**config.mk**
```make
export PLATFORM = sky130hd
export DESIGN_NAME = parking_lot_ctrl
export DESIGN_NICKNAME = d
export VERILOG_FILES = /design/src/rtl/parking_pkg.sv /design/src/rtl/parking_lot_ctrl_lane_fsm.sv /design/src/rtl/parking_lot_ctrl.sv
export SDC_FILE = /design/constraint.sdc
export NUM_CORES = 1
export LEC_CHECK = 0
export ABC_AREA = 1
export CAP_MARGIN = 20
export CORE_MARGIN = 2
export CORE_UTILIZATION = 30
export CTS_BUF_LIST = sky130_fd_sc_hd__clkbuf_8
export DETAILED_ROUTE_END_ITERATION = 8
export PLACE_DENSITY = 0.51
export SLEW_MARGIN = 20
export SYNTH_ARGS = -nofsm -noshare
export SYNTH_HDL_FRONTEND = slang
export SYNTH_SLANG_ARGS = --single-unit
```
**constraint.sdc**
```tcl
create_clock -name clk -period 2.6 [get_ports clk]
set_input_delay 0.39 -clock clk [delete_from_list [all_inputs] [get_ports clk]]
set_output_delay 0.39 -clock clk [all_outputs]
set_load 0.05 [all_outputs]
```
**src/rtl/parking_pkg.sv**
```systemverilog
// Shared constants for the parking lot controller: lane FSM state encoding,
// sensor-pair codes and a small popcount helper.
package parking_pkg;

    localparam logic [2:0] ST_IDLE   = 3'd0;
    localparam logic [2:0] ST_IN_A   = 3'd1;
    localparam logic [2:0] ST_IN_AB  = 3'd2;
    localparam logic [2:0] ST_IN_B   = 3'd3;
    localparam logic [2:0] ST_OUT_B  = 3'd4;
    localparam logic [2:0] ST_OUT_AB = 3'd5;
    localparam logic [2:0] ST_OUT_A  = 3'd6;

    // Sensor pair codes as {a (outer), b (inner)}, 1 = beam cut
    localparam logic [1:0] AB_NONE = 2'b00;
    localparam logic [1:0] AB_A    = 2'b10;
    localparam logic [1:0] AB_BOTH = 2'b11;
    localparam logic [1:0] AB_B    = 2'b01;

    function automatic logic [3:0] popcount8(input logic [7:0] v);
        logic [3:0] n;
        n = 4'd0;
        for (int i = 0; i < 8; i++) begin
            n = n + {3'b000, v[i]};
        end
        return n;
    endfunction

endpackage

```
**src/rtl/parking_lot_ctrl_lane_fsm.sv**
```systemverilog
// One sensor-pair lane: tracks a vehicle through the a/b beams and pulses
// entry or exit for one cycle when a full passage completes.
module lane_fsm
    import parking_pkg::*;
(
    input  logic       clk,
    input  logic       reset,
    input  logic [1:0] ab,
    output logic       entry,
    output logic       exit
);

    logic [2:0] state_q, state_d;
    logic       entry_q, entry_d;
    logic       exit_q,  exit_d;

    // Next state: step forward, step back, or hold on anything else
    always_comb begin
        state_d = state_q;
        entry_d = 1'b0;
        exit_d  = 1'b0;
        case (state_q)
            ST_IDLE: begin
                if (ab == AB_A)       state_d = ST_IN_A;
                else if (ab == AB_B)  state_d = ST_OUT_B;
                else                  state_d = state_q;
            end
            ST_IN_A: begin
                if (ab == AB_BOTH)      state_d = ST_IN_AB;
                else if (ab == AB_NONE) state_d = ST_IDLE;
                else                    state_d = state_q;
            end
            ST_IN_AB: begin
                if (ab == AB_B)       state_d = ST_IN_B;
                else if (ab == AB_A)  state_d = ST_IN_A;
                else                  state_d = state_q;
            end
            ST_IN_B: begin
                if (ab == AB_NONE) begin
                    state_d = ST_IDLE;
                    entry_d = 1'b1;
                end else if (ab == AB_BOTH) begin
                    state_d = ST_IN_AB;
                end else begin
                    state_d = state_q;
                end
            end
            ST_OUT_B: begin
                if (ab == AB_BOTH)      state_d = ST_OUT_AB;
                else if (ab == AB_NONE) state_d = ST_IDLE;
                else                    state_d = state_q;
            end
            ST_OUT_AB: begin
                if (ab == AB_A)       state_d = ST_OUT_A;
                else if (ab == AB_B)  state_d = ST_OUT_B;
                else                  state_d = state_q;
            end
            ST_OUT_A: begin
                if (ab == AB_NONE) begin
                    state_d = ST_IDLE;
                    exit_d  = 1'b1;
                end else if (ab == AB_BOTH) begin
                    state_d = ST_OUT_AB;
                end else begin
                    state_d = state_q;
                end
            end
            // Unused encoding recovers to IDLE
            default: state_d = ST_IDLE;
        endcase
    end

    // State and pulse registers
    always_ff @(posedge clk) begin
        if (reset) begin
            state_q <= ST_IDLE;
            entry_q <= 1'b0;
            exit_q  <= 1'b0;
        end else begin
            state_q <= state_d;
            entry_q <= entry_d;
            exit_q  <= exit_d;
        end
    end

    assign entry = entry_q;
    assign exit  = exit_q;

endmodule

```
**src/rtl/parking_lot_ctrl.sv**
```systemverilog
// Parking lot occupancy controller: N_LANES independent sensor lanes feed a
// saturating occupancy counter with full/empty decodes and a clamp flag.
module parking_lot_ctrl
    import parking_pkg::*;
#(
    parameter int N_LANES  = 2,
    parameter int CAPACITY = 100,
    localparam int CNT_W   = $clog2(CAPACITY + 1)
) (
    input  logic                   clk,
    input  logic                   reset,
    input  logic [2*N_LANES-1:0]   ab,
    output logic [N_LANES-1:0]     entry,
    output logic [N_LANES-1:0]     exit,
    output logic [CNT_W-1:0]       count,
    output logic                   full,
    output logic                   empty,
    output logic                   clamp_err
);

    localparam int NET_W = CNT_W + 4;
    localparam logic signed [NET_W-1:0] CAP_NET = NET_W'(CAPACITY);
    localparam logic [CNT_W-1:0]        CAP_CNT = CNT_W'(CAPACITY);

    logic [7:0]              ent_vec_s, ext_vec_s;
    logic [3:0]              n_ent_s, n_ext_s;
    logic signed [NET_W-1:0] net_sum_s;
    logic [CNT_W-1:0]        count_q, count_d;
    logic                    clamp_err_q, clamp_err_d;

    for (genvar g = 0; g < N_LANES; g++) begin : g_lane
        lane_fsm u_lane (
            .clk   (clk),
            .reset (reset),
            .ab    (ab[2*g+1:2*g]),
            .entry (entry[g]),
            .exit  (exit[g])
        );
    end

    // Pack lane pulses into fixed-width vectors and count them
    always_comb begin
        ent_vec_s = 8'd0;
        ext_vec_s = 8'd0;
        for (int i = 0; i < N_LANES; i++) begin
            ent_vec_s[i] = entry[i];
            ext_vec_s[i] = exit[i];
        end
        n_ent_s = popcount8(ent_vec_s);
        n_ext_s = popcount8(ext_vec_s);
    end

    // Net all lanes first, then saturate; the extra 4 bits keep the sum from wrapping
    always_comb begin
        net_sum_s   = NET_W'(count_q) + NET_W'(n_ent_s) - NET_W'(n_ext_s);
        count_d     = count_q;
        clamp_err_d = 1'b0;
        if (net_sum_s[NET_W-1]) begin
            count_d     = {CNT_W{1'b0}};
            clamp_err_d = 1'b1;
        end else if (net_sum_s > CAP_NET) begin
            count_d     = CAP_CNT;
            clamp_err_d = 1'b1;
        end else begin
            count_d     = net_sum_s[CNT_W-1:0];
            clamp_err_d = 1'b0;
        end
    end

    // Occupancy and clamp flag registers
    always_ff @(posedge clk) begin
        if (reset) begin
            count_q     <= {CNT_W{1'b0}};
            clamp_err_q <= 1'b0;
        end else begin
            count_q     <= count_d;
            clamp_err_q <= clamp_err_d;
        end
    end

    assign count     = count_q;
    assign clamp_err = clamp_err_q;
    assign full      = (count_q == CAP_CNT);
    assign empty     = (count_q == {CNT_W{1'b0}});

endmodule
```
==> results.yml, run 1 <==
cells_and_area:
  utilization: 0.3928
  finish.net_count: 254
  n_antenna_cell: 0
  fraction_of_layout_cells_with_a_size_suffix_above_1: 0.1511
  flow.area_growth_from_synthesis_pct: 26.55
global_route:
  grt_start_max_net_pins: 11
  grt_pass1_vias: 1238
  antenna_violations_before_repair: 0
  global_route.usage.total: 0.1244
  global_route_wire_length_before_repair_um: 5244
  leftover_overflow_at_the_end_of_global_routing: 0
floorplan:
  die_height_um: 73.68
  die_w_um: 73.68
  placeableCoreArea_um2: 4692
  floorplan.io_pins: 20
  floorplan.initialDensity: 0.3104
  fp.dieArea_um2: 5428
  row_count: 25
timing:
  finalCriticalPeriod_ns: 2.575
  timing.hold.ws_ns: 0.5599
  worst_clock_skew_ns: 0.002330
  timing.final.max_slew_violations: 0
  timing_worst_slew_pin_value_ns: 0.5088
  fmax_mhz: 388.4
  setup_viol: 0
  min_period_over_period: 0.9903
  setup_repair_after_global_routing_missed_its_margin: "true"
  timing_hold_violations_final: 0
  max-slew-margin-rel: 0.6598
  layout_setup_ws_ns: 0.02516
synthesis:
  combinational_family_with_the_most_area_after_synthesis: "simple AND/OR/NAND/NOR gates"
  simple_gate_share_of_the_synthesized_area: 0.2741
  syn-num-nets: 229
  synth.cell_area_um2: 1456
  avgSynthCellArea_um2: 7.246
  synth-async-reset-ratio: 0
  primary_flip_flop_cell_chosen_by_synthesis_mapping: "dfxtp_1"
  ys_seq_area_frac: 0.2474
  synth_enable_flop_cells: 0
  netlist.top_cell.by_area: "dfxtp_1"
  post_synth_num_cell_types: 29
  post_synth_fa_ha_maj_area_fraction: 0.2045
  postSynthRegisterBits: 18
  compound_gate_fraction_of_synth_area: 0.1263
  synth_xor_area_frac: 0.01117
  post_synth_mux_area_share: 0
  synthCells: 201
  yosysWarnings: 0
  synth_area_leaders: "dfxtp_1, ha_1, inv_1"
  post-synth-top-area-fraction: 0.2474
detailed_routing:
  detail_route.vias_per_cell: 4.710
  post_route_ant_nets: 0
  drt_pre_antenna_iters: 4
  wl_per_cell_um: 10.94
  detailroute.via_count: 1314
  remaining_drc_errors: 0
  drt-total-wl_um: 3051
  dr.first_iter.drc_count: 66
place:
  dp.final_hpwl_um: 2449
  globalplace.congestion: 0.8653
  place_worst_setup_slack_ns: -0.1510
  numPortBuffers: 19
clock_tree:
  clock_tree.root_cell: "clkbuf_8"
  cts.clk_slew.worst_paths_ns: 0.07
  tritoncts_clock_tree: "done"
  clk-insertion-delay-late_ns: 0.26
  cts_htree_levels: 1
  cts_made_buffers: 3
  cts_buffer_depth: 2
  cts_num_sinks: 18
job:
  max-cap-violations: 0
worst_hold_path:
  worst_hold_path.num_cells: 2
  worstHoldPathType: "flip-flop to flip-flop"
setup_path:
  path_class: "flip-flop to flip-flop"
  critPathMaxStageDelay_ns: 0.55
  startpoint_type: "flip-flop"
  crit_chain: "inv_2, fa_1, fa_2, ha_4, fa_2, o21ai_2, nand2_1, nand3b_1, nand3_4, nand3_4, nor2_2"
  path_buf_inv: 1
  worst-path-stages: 11
  worst_r2r_path_depth: 11
  critical_path_arrival_ns: 2.73
  cpLargestDelayFamily: "adder cells"
  worstPathRequired_ns: 2.76
  critical-path-slowest-cell: "fa_2"
  crit_path_end_kind: "flip-flop"
  critPathMaxFanout: 5
pwr:
  power-per-cell-area_nw_per_um2: 1255
  ir_drop_worst_vdd_mv: 0.4522
  leakage_nw: 0.8187
status:
  run_status: "finished, final reports clean"
-- layout by cell type, fill, tap and decap left out, types with 2 or more instances in the layout --
| cell type | netlist | layout |
|---|---|---|
| nor3_1 | 6 | 6 |
| o211ai_1 | 3 | 3 |
| dfxtp_1 | 18 | 17 |
| inv_1 | 43 | 42 |
| nor2_1 | 16 | 12 |
| clkbuf_8 | 0 | 4 |
| inv_2 | 2 | 3 |
| ha_1 | 19 | 18 |
| fa_2 | 0 | 2 |
| nor2_2 | 1 | 4 |
| nand2_1 | 27 | 25 |
| clkdlybuf4s50_1 | 0 | 19 |
| nand2_2 | 2 | 4 |
| nand3_1 | 20 | 19 |
| a21oi_1 | 11 | 11 |
| nor4_1 | 4 | 4 |
| nand3_4 | 1 | 2 |
| o21ai_0 | 8 | 7 |
| buf_4 | 4 | 5 |
| nand3_2 | 2 | 2 |
-- path summary, 6_finish.rpt --
check                               from                          end  slack [ns]
max                g_lane[0].u_lane.exit                     count[3]        0.03
min          g_lane[0].u_lane.state_q[0]  g_lane[0].u_lane.state_q[1]        0.56
max reg2reg        g_lane[0].u_lane.exit                     count[3]        0.03
min reg2reg  g_lane[0].u_lane.state_q[0]  g_lane[0].u_lane.state_q[1]        0.56
-- registers in the layout, indices dropped and copies added, names as in the netlist --
signal / count
g_lane.u_lane.entry: 2
count: 7
g_lane.u_lane.state_q: 6
clamp_err: 1
g_lane.u_lane.exit: 2
-- worst min-delay path: stages, from the launching register on --
cell,delay [ns]
dfxtp_1,0.36
nand2_1,0.09
a21oi_1,0.06
-- metal layers --
metal,GRT usage,wire (µm),up-vias
met3,0.03292,143,5
li1,-,-,694
met1,0.1562,1451,583
met2,0.2113,1431,32
met5,0,0,-
met4,0.03030,25,0
-- cells in the mapped netlist, types with 2 or more instances --
master,n
inv_1,43
nand2_1,27
nand3_1,20
ha_1,19
dfxtp_1,18
nor2_1,16
a21oi_1,11
o21ai_0,8
nor3_1,6
buf_4,4
nor4_1,4
fa_1,3
o211ai_1,3
inv_2,2
nand2_2,2
nand3_2,2
-- cells by family after synthesis --
family / Yosys count
buffers and inverters: 49
adders and majority gates: 22
xor gates and xnor gates: 1
and+or+nand+nor: 83
DFF: 18
AOI/OAI and AO/OA: 28
-- report_power, final --
group	total, mW	switching, mW	internal, mW
clock network	0.236	0.101	0.135
logic	1.70	1.08	0.612
registers	0.381	0.0482	0.333
-- final cells by class --
class                   count  area (µm²)
clock buffers               4       55.05
inverters                  45       168.9
fillers                   506        2849
repair buffers             24       227.7
well taps                  54       67.56
multi-input cells         134       962.2
flip-flops and latches     18       361.6
-- stage by stage --
stage / total power, mW / cells / area (µm²) / setup TNS [ns]
CTS: 2.215 / 278 / 1803 / 0
floorplan: 1.593 / 201 / 1456 / 0
global route: 2.549 / 279 / 1843 / -0.5720
global placement: 1.907 / 273 / 1707 / -0.5321
finish: 2.314 / 279 / 1843 / 0
detailed placement: 1.916 / 273 / 1707 / -1.032
-- timing repair --
item	in CTS	in global routing
endpoints found under the setup margin	8	8
hold buffers	0	0
buffers inserted	1	1
pin swaps	1	2
cloned	0	0
resized for setup	10	8
endpoints found under the hold margin	0	0
Note: power is estimated with default switching activity, not from simulation.
==> inputs of run 2 (changes only) <==
--- a/config.mk
+++ b/config.mk
@@ -11,7 +11,7 @@
 export CORE_UTILIZATION = 30
 export CTS_BUF_LIST = sky130_fd_sc_hd__clkbuf_8
 export DETAILED_ROUTE_END_ITERATION = 8
-export PLACE_DENSITY = 0.51
+export PLACE_DENSITY = 0.49
 export SLEW_MARGIN = 20
 export SYNTH_ARGS = -nofsm -noshare
 export SYNTH_HDL_FRONTEND = slang
==> constraint.sdc (replaced) <==
create_clock -name clk -period 2.9 [get_ports clk]
set_input_delay 0.435 -clock clk [delete_from_list [all_inputs] [get_ports clk]]
set_output_delay 0.435 -clock clk [all_outputs]
set_load 0.05 [all_outputs]
==> run 2 against run 1 <==
Flip-flop and latch count unchanged. Worst setup slack gained 0.21 ns. Non-clock buffer count fell by 5.
==> results.yml, run 2 (synthesized netlist as in run 1, its figures left out) <==
timing:
  finalSetupTns_ns: 0
  max-slew-margin-rel: 0.6436
  timing.final.max_slew_violations: 0
  layout_setup_ws_ns: 0.2395
  finalCriticalPeriod_ns: 2.660
  setup_repair_after_global_routing_missed_its_margin: "false"
  setup_viol: 0
  min_period_over_period: 0.9174
  worst_clock_skew_ns: 0.005323
  fmax_mhz: 375.9
  timing_worst_slew_pin_value_ns: 0.5330
  timing_hold_violations_final: 0
  timing.hold.ws_ns: 0.5451
worst_hold_path:
  min_delay_worst_endpoint: "g_lane[0].u_lane.state_q[1]"
  worstHoldPathType: "flip-flop to flip-flop"
  holdCritStartpoint: "g_lane[0].u_lane.state_q[0]"
  worst_hold_path.num_cells: 2
cells_and_area:
  design_area_um2: 1742
  largest_register_ff_count: 7
  area_of_the_multi_input_gates_um2: 899.6
  fraction_of_layout_cells_with_a_size_suffix_above_1: 0.07727
  utilization: 0.3712
  final_cell_mix: "inv_1, nand2_1, nand3_1, ha_1, clkdlybuf4s50_1"
  layout.cells.most_common: "inv_1"
  n_antenna_cell: 0
  final-seq-area_um2: 360.3
  flow.area_growth_from_synthesis_pct: 19.59
  finish.net_count: 249
  num-fill-cells: 497
  stdcell_count: 274
global_route:
  global_route.usage.total: 0.1211
  grt_pass1_vias: 1243
  leftover_overflow_at_the_end_of_global_routing: 0
  grt_start_max_net_pins: 11
  antenna_violations_before_repair: 0
  global_route_wire_length_before_repair_um: 5209
job:
  max-cap-violations: 0
place:
  place_worst_setup_slack_ns: 0.1806
  dp.final_hpwl_um: 2393
  post-place-cells: 270
  globalplace.congestion: 0.8734
  postPlaceCellArea_um2: 1684
  numPortBuffers: 19
pwr:
  netSwitchingFraction: 0.5282
  pwr-share-comb: 0.711
  power-per-cell-area_nw_per_um2: 1097
  power.share.clock: 0.111
  leakage_nw: 0.7931
  power.sequential.fraction: 0.178
  power.internal_mw: 0.9015
  netSwitchingPower_mw: 1.009
  total_power_mw: 1.911
  ir_drop_worst_vdd_mv: 0.4220
setup_path:
  crit_path_end_kind: "flip-flop"
  critPathMaxFanout: 5
  worst_r2r_path_depth: 11
  critical_path.reg2reg.endpoint: "count[4]"
  startpoint_type: "flip-flop"
  critical_path_arrival_ns: 2.82
  regToRegSetupSlack_ns: 0.24
  worstPathRequired_ns: 3.06
  critical_path.startpoint: "g_lane[0].u_lane.exit"
  path_class: "flip-flop to flip-flop"
  critical_r2r_launch: "g_lane[0].u_lane.exit"
clock_tree:
  cts_htree_levels: 1
  cts_num_sinks: 18
  holdBufCountCts: 0
  cts_post_setup_buffers_inserted: 0
  cts.clk_slew.worst_paths_ns: 0.08
  cts_made_buffers: 3
  cts_buffer_depth: 2
  clk-insertion-delay-late_ns: 0.26
  tritoncts_clock_tree: "done"
  clock_tree.root_cell: "clkbuf_8"
  cts_resized: 0
floorplan:
  row_count: 25
  fp.dieArea_um2: 5428
  floorplan.io_pins: 20
  floorplan.initialDensity: 0.3104
  die_height_um: 73.68
  placeableCoreArea_um2: 4692
  die_w_um: 73.68
detailed_routing:
  remaining_drc_errors: 0
  detailroute.via_count: 1303
  dr.first_iter.drc_count: 41
  detail_route.vias_per_cell: 4.755
  drt_pre_antenna_iters: 4
  drt-total-wl_um: 2931
  wl_per_cell_um: 10.70
  post_route_ant_nets: 0
status:
  run_status: "finished, final reports clean"
==> run 2: cell types whose count changed in the layout (fill, tap and decap cells not counted), moves of 2 or more <==
cell and delta:
buf_4 -5, nor2_2 -3, nor2_1 +4, nand2_1 +2, nand2_2 -2
==> run 2: worst max path at each step <==
stage | depth (start not counted) | slack (ns) | end
final | 11 | 0.24 | count[4]
after global routing | 12 | 0.01 | count[4]
after detailed placement | 13 | 0.18 | count[4]
after CTS | 13 | 0.16 | count[4]
after global placement | 13 | 0.19 | count[1]
after floorplan | 14 | 0.34 | count[2]
==> run 2: layout make-up <==
type / instances / area share
Timing Repair Buffer: 19 / 0.1092
Inverter: 45 / 0.09698
Tap cell: 54 / 0.03879
Sequential cell: 18 / 0.2069
Clock buffer: 4 / 0.03161
Multi-Input combinational cell: 134 / 0.5165
==> run 2: power groups by stage <==
stage	Sequential, mW	Combinational (mW)	Clock, mW
4_1_cts	0.340	1.36	0.219
6_report	0.340	1.36	0.211
5_1_grt	0.346	1.53	0.227
3_3_place_gp	0.349	1.37	0
2_1_floorplan	0.474	0.954	0
3_5_place_dp	0.347	1.36	0
==> run 2: metal layers <==
| layer | vias to the layer above | wire length, µm | global-route usage |
|---|---|---|---|
| met2 | 34 | 1398 | 0.2083 |
| met4 | 0 | 51 | 0.03636 |
| met3 | 6 | 136 | 0.03018 |
| met1 | 580 | 1344 | 0.1481 |
| met5 | - | 0 | 0 |
| li1 | 683 | - | - |
==> run 2: critical path: stages, from the launching register on <==
cell      delay [ns]
dfxtp_1         0.33
inv_1           0.06
fa_1            0.48
fa_1            0.38
ha_1            0.22
fa_2            0.54
o21ai_0         0.08
nand2_1         0.06
nand3b_1        0.14
nand3_4         0.11
nand3_2         0.11
nor2_1          0.06
==> inputs of run 3 (changes only) <==
--- a/config.mk
+++ b/config.mk
@@ -7,11 +7,10 @@
 export LEC_CHECK = 0
 export ABC_AREA = 1
 export CAP_MARGIN = 20
-export CORE_MARGIN = 2
-export CORE_UTILIZATION = 30
+export CORE_UTILIZATION = 40
 export CTS_BUF_LIST = sky130_fd_sc_hd__clkbuf_8
 export DETAILED_ROUTE_END_ITERATION = 8
-export PLACE_DENSITY = 0.49
+export PLACE_DENSITY = 0.61
 export SLEW_MARGIN = 20
 export SYNTH_ARGS = -nofsm -noshare
 export SYNTH_HDL_FRONTEND = slang
==> run 3 against run 2 <==
Critical path depth is 1 higher. Clock power down 2%. Sequential share of layout area grew 0.12 points. Via count shrank 2.0%. Clock skew up 0.00052 ns. Wire length decreased by 0.89%. Design area fell by 0.57%. Critical path type unchanged. First-iteration DRC count decreased by 37%. Hold slack improved by 0.015 ns. Combinational power is essentially flat. Largest cell class unchanged. Non-clock buffer count unchanged.
==> results.yml, run 3 (synthesized netlist as in run 1, its figures left out) <==
pwr:
  ir_drop_worst_vdd_mv: 0.3619
  leakage_nw: 0.7931
  power-per-cell-area_nw_per_um2: 1104
timing:
  setup_repair_after_global_routing_missed_its_margin: "false"
  timing.final.max_slew_violations: 0
  finalSetupTns_ns: 0
  finalCriticalPeriod_ns: 2.667
  fmax_mhz: 375.0
  timing_hold_violations_final: 0
  timing_worst_slew_pin_value_ns: 0.5367
  min_period_over_period: 0.9196
  setup_viol: 0
  max-slew-margin-rel: 0.6411
  worst_clock_skew_ns: 0.005843
floorplan:
  placeableCoreArea_um2: 3416
  floorplan.initialDensity: 0.4264
  floorplan.io_pins: 20
  fp.dieArea_um2: 3886
  row_count: 21
  die_w_um: 62.34
  die_height_um: 62.34
place:
  numPortBuffers: 19
  globalplace.congestion: 0.8408
  postPlaceCellArea_um2: 1674
  dp.final_hpwl_um: 2377
clock_tree:
  cts_buffer_depth: 2
  cts_made_buffers: 3
  holdBufCountCts: 0
  cts_htree_levels: 1
  cts_num_sinks: 18
  clock_tree.root_cell: "clkbuf_8"
  cts.clk_slew.worst_paths_ns: 0.08
  clk-insertion-delay-late_ns: 0.25
  tritoncts_clock_tree: "done"
setup_path:
  worstPathRequired_ns: 3.05
  critical_path_arrival_ns: 2.82
  worst_r2r_path_depth: 12
  regToRegSetupSlack_ns: 0.23
  crit_path_end_kind: "flip-flop"
  critPathMaxFanout: 5
  startpoint_type: "flip-flop"
  path_class: "flip-flop to flip-flop"
detailed_routing:
  drt_pre_antenna_iters: 4
  remaining_drc_errors: 0
  detail_route.vias_per_cell: 4.801
  wl_per_cell_um: 10.92
  dr.first_iter.drc_count: 26
  post_route_ant_nets: 0
  drt-total-wl_um: 2905
  detailroute.via_count: 1277
job:
  max-cap-violations: 0
cells_and_area:
  flow.area_growth_from_synthesis_pct: 18.90
  layout.cells.most_common: "inv_1"
  finish.net_count: 249
  fraction_of_layout_cells_with_a_size_suffix_above_1: 0.07727
  n_antenna_cell: 0
  final_cell_mix: "inv_1, nand2_1, nand3_1, ha_1, clkdlybuf4s50_1"
  design_area_um2: 1732
  largest_register_ff_count: 7
worst_hold_path:
  worst_hold_path.num_cells: 2
  worstHoldPathType: "flip-flop to flip-flop"
global_route:
  grt_pass1_vias: 1253
  antenna_violations_before_repair: 0
  global_route_wire_length_before_repair_um: 5188
  global_route.usage.total: 0.1634
  grt_start_max_net_pins: 11
  leftover_overflow_at_the_end_of_global_routing: 0
status:
  run_status: "finished, final reports clean"
-- run 3: cell counts in the layout (fill, tap and decap cells not counted) --
No cell type changed its count.
-- run 3: final cells by class --
cell class / count / area, µm²
Tap cell: 46 / 57.56
Inverter: 45 / 168.9
Clock buffer: 4 / 55.05
Fill cell: 361 / 1684
Timing Repair Buffer: 19 / 190.2
Multi-Input combinational cell: 134 / 899.6
Sequential cell: 18 / 360.3
-- run 3: power breakdown --
part	switching, mW	internal, mW	leakage (nW)
Sequential	0.0401	0.299	0.147
Combinational	0.884	0.482	0.617
Clock	0.0867	0.120	0.0288
Total	1.01	0.902	0.793
-- run 3: per-layer routing --
metal	GRT usage	vias up	wire length, µm	part of all wire
met3	0.02206	2	76	0.026
met1	0.2058	575	1397	0.48
li1	-	684	-	-
met4	0.04360	0	17	0.0059
met2	0.2898	16	1414	0.49
met5	0	-	0	0
-- run 3: what timing repair did --
item / CTS / global route
buffers inserted: 0 / 0
endpoints found under the setup margin: 0 / 1
gates resized for setup: 0 / 1
hold endpoints to repair: 0 / 0
-- run 3: critical path, cell delays in order, from the launching register on --
cell and delay, ns:
dfxtp_1 0.33, inv_1 0.06, fa_1 0.49, fa_1 0.37
ha_1 0.21, fa_2 0.42, o21ai_0 0.09, nand2_1 0.06
nand3b_1 0.19, nand3_4 0.12, nand3_1 0.09, nand2_1 0.08
inv_1 0.04
-- run 3: per-stage QoR --
stage / hold slack [ns] / total power [mW] / setup WS [ns] / utilization / instances
2_1_floorplan: 0.4860 / 1.428 / 0.3433 / - / 201
6_report: 0.5597 / 1.912 / 0.2332 / 0.5070 / 266
5_1_grt: 0.5801 / 2.098 / 0.04905 / 0.5070 / 266
4_1_cts: 0.5558 / 1.921 / 0.1647 / 0.5062 / 266
3_5_place_dp: 0.5419 / 1.710 / 0.1781 / 0.4901 / 262
3_3_place_gp: 0.5482 / 1.706 / 0.2229 / 0.4901 / 262
-- run 3: worst paths after layout --
path | startpoint | endpoint
setup reg to reg | g_lane[0].u_lane.exit | clamp_err
hold reg to reg | g_lane[1].u_lane.state_q[1] | g_lane[1].u_lane.exit
hold / removal | g_lane[1].u_lane.state_q[1] | g_lane[1].u_lane.exit
setup / recovery | g_lane[0].u_lane.exit | clamp_err
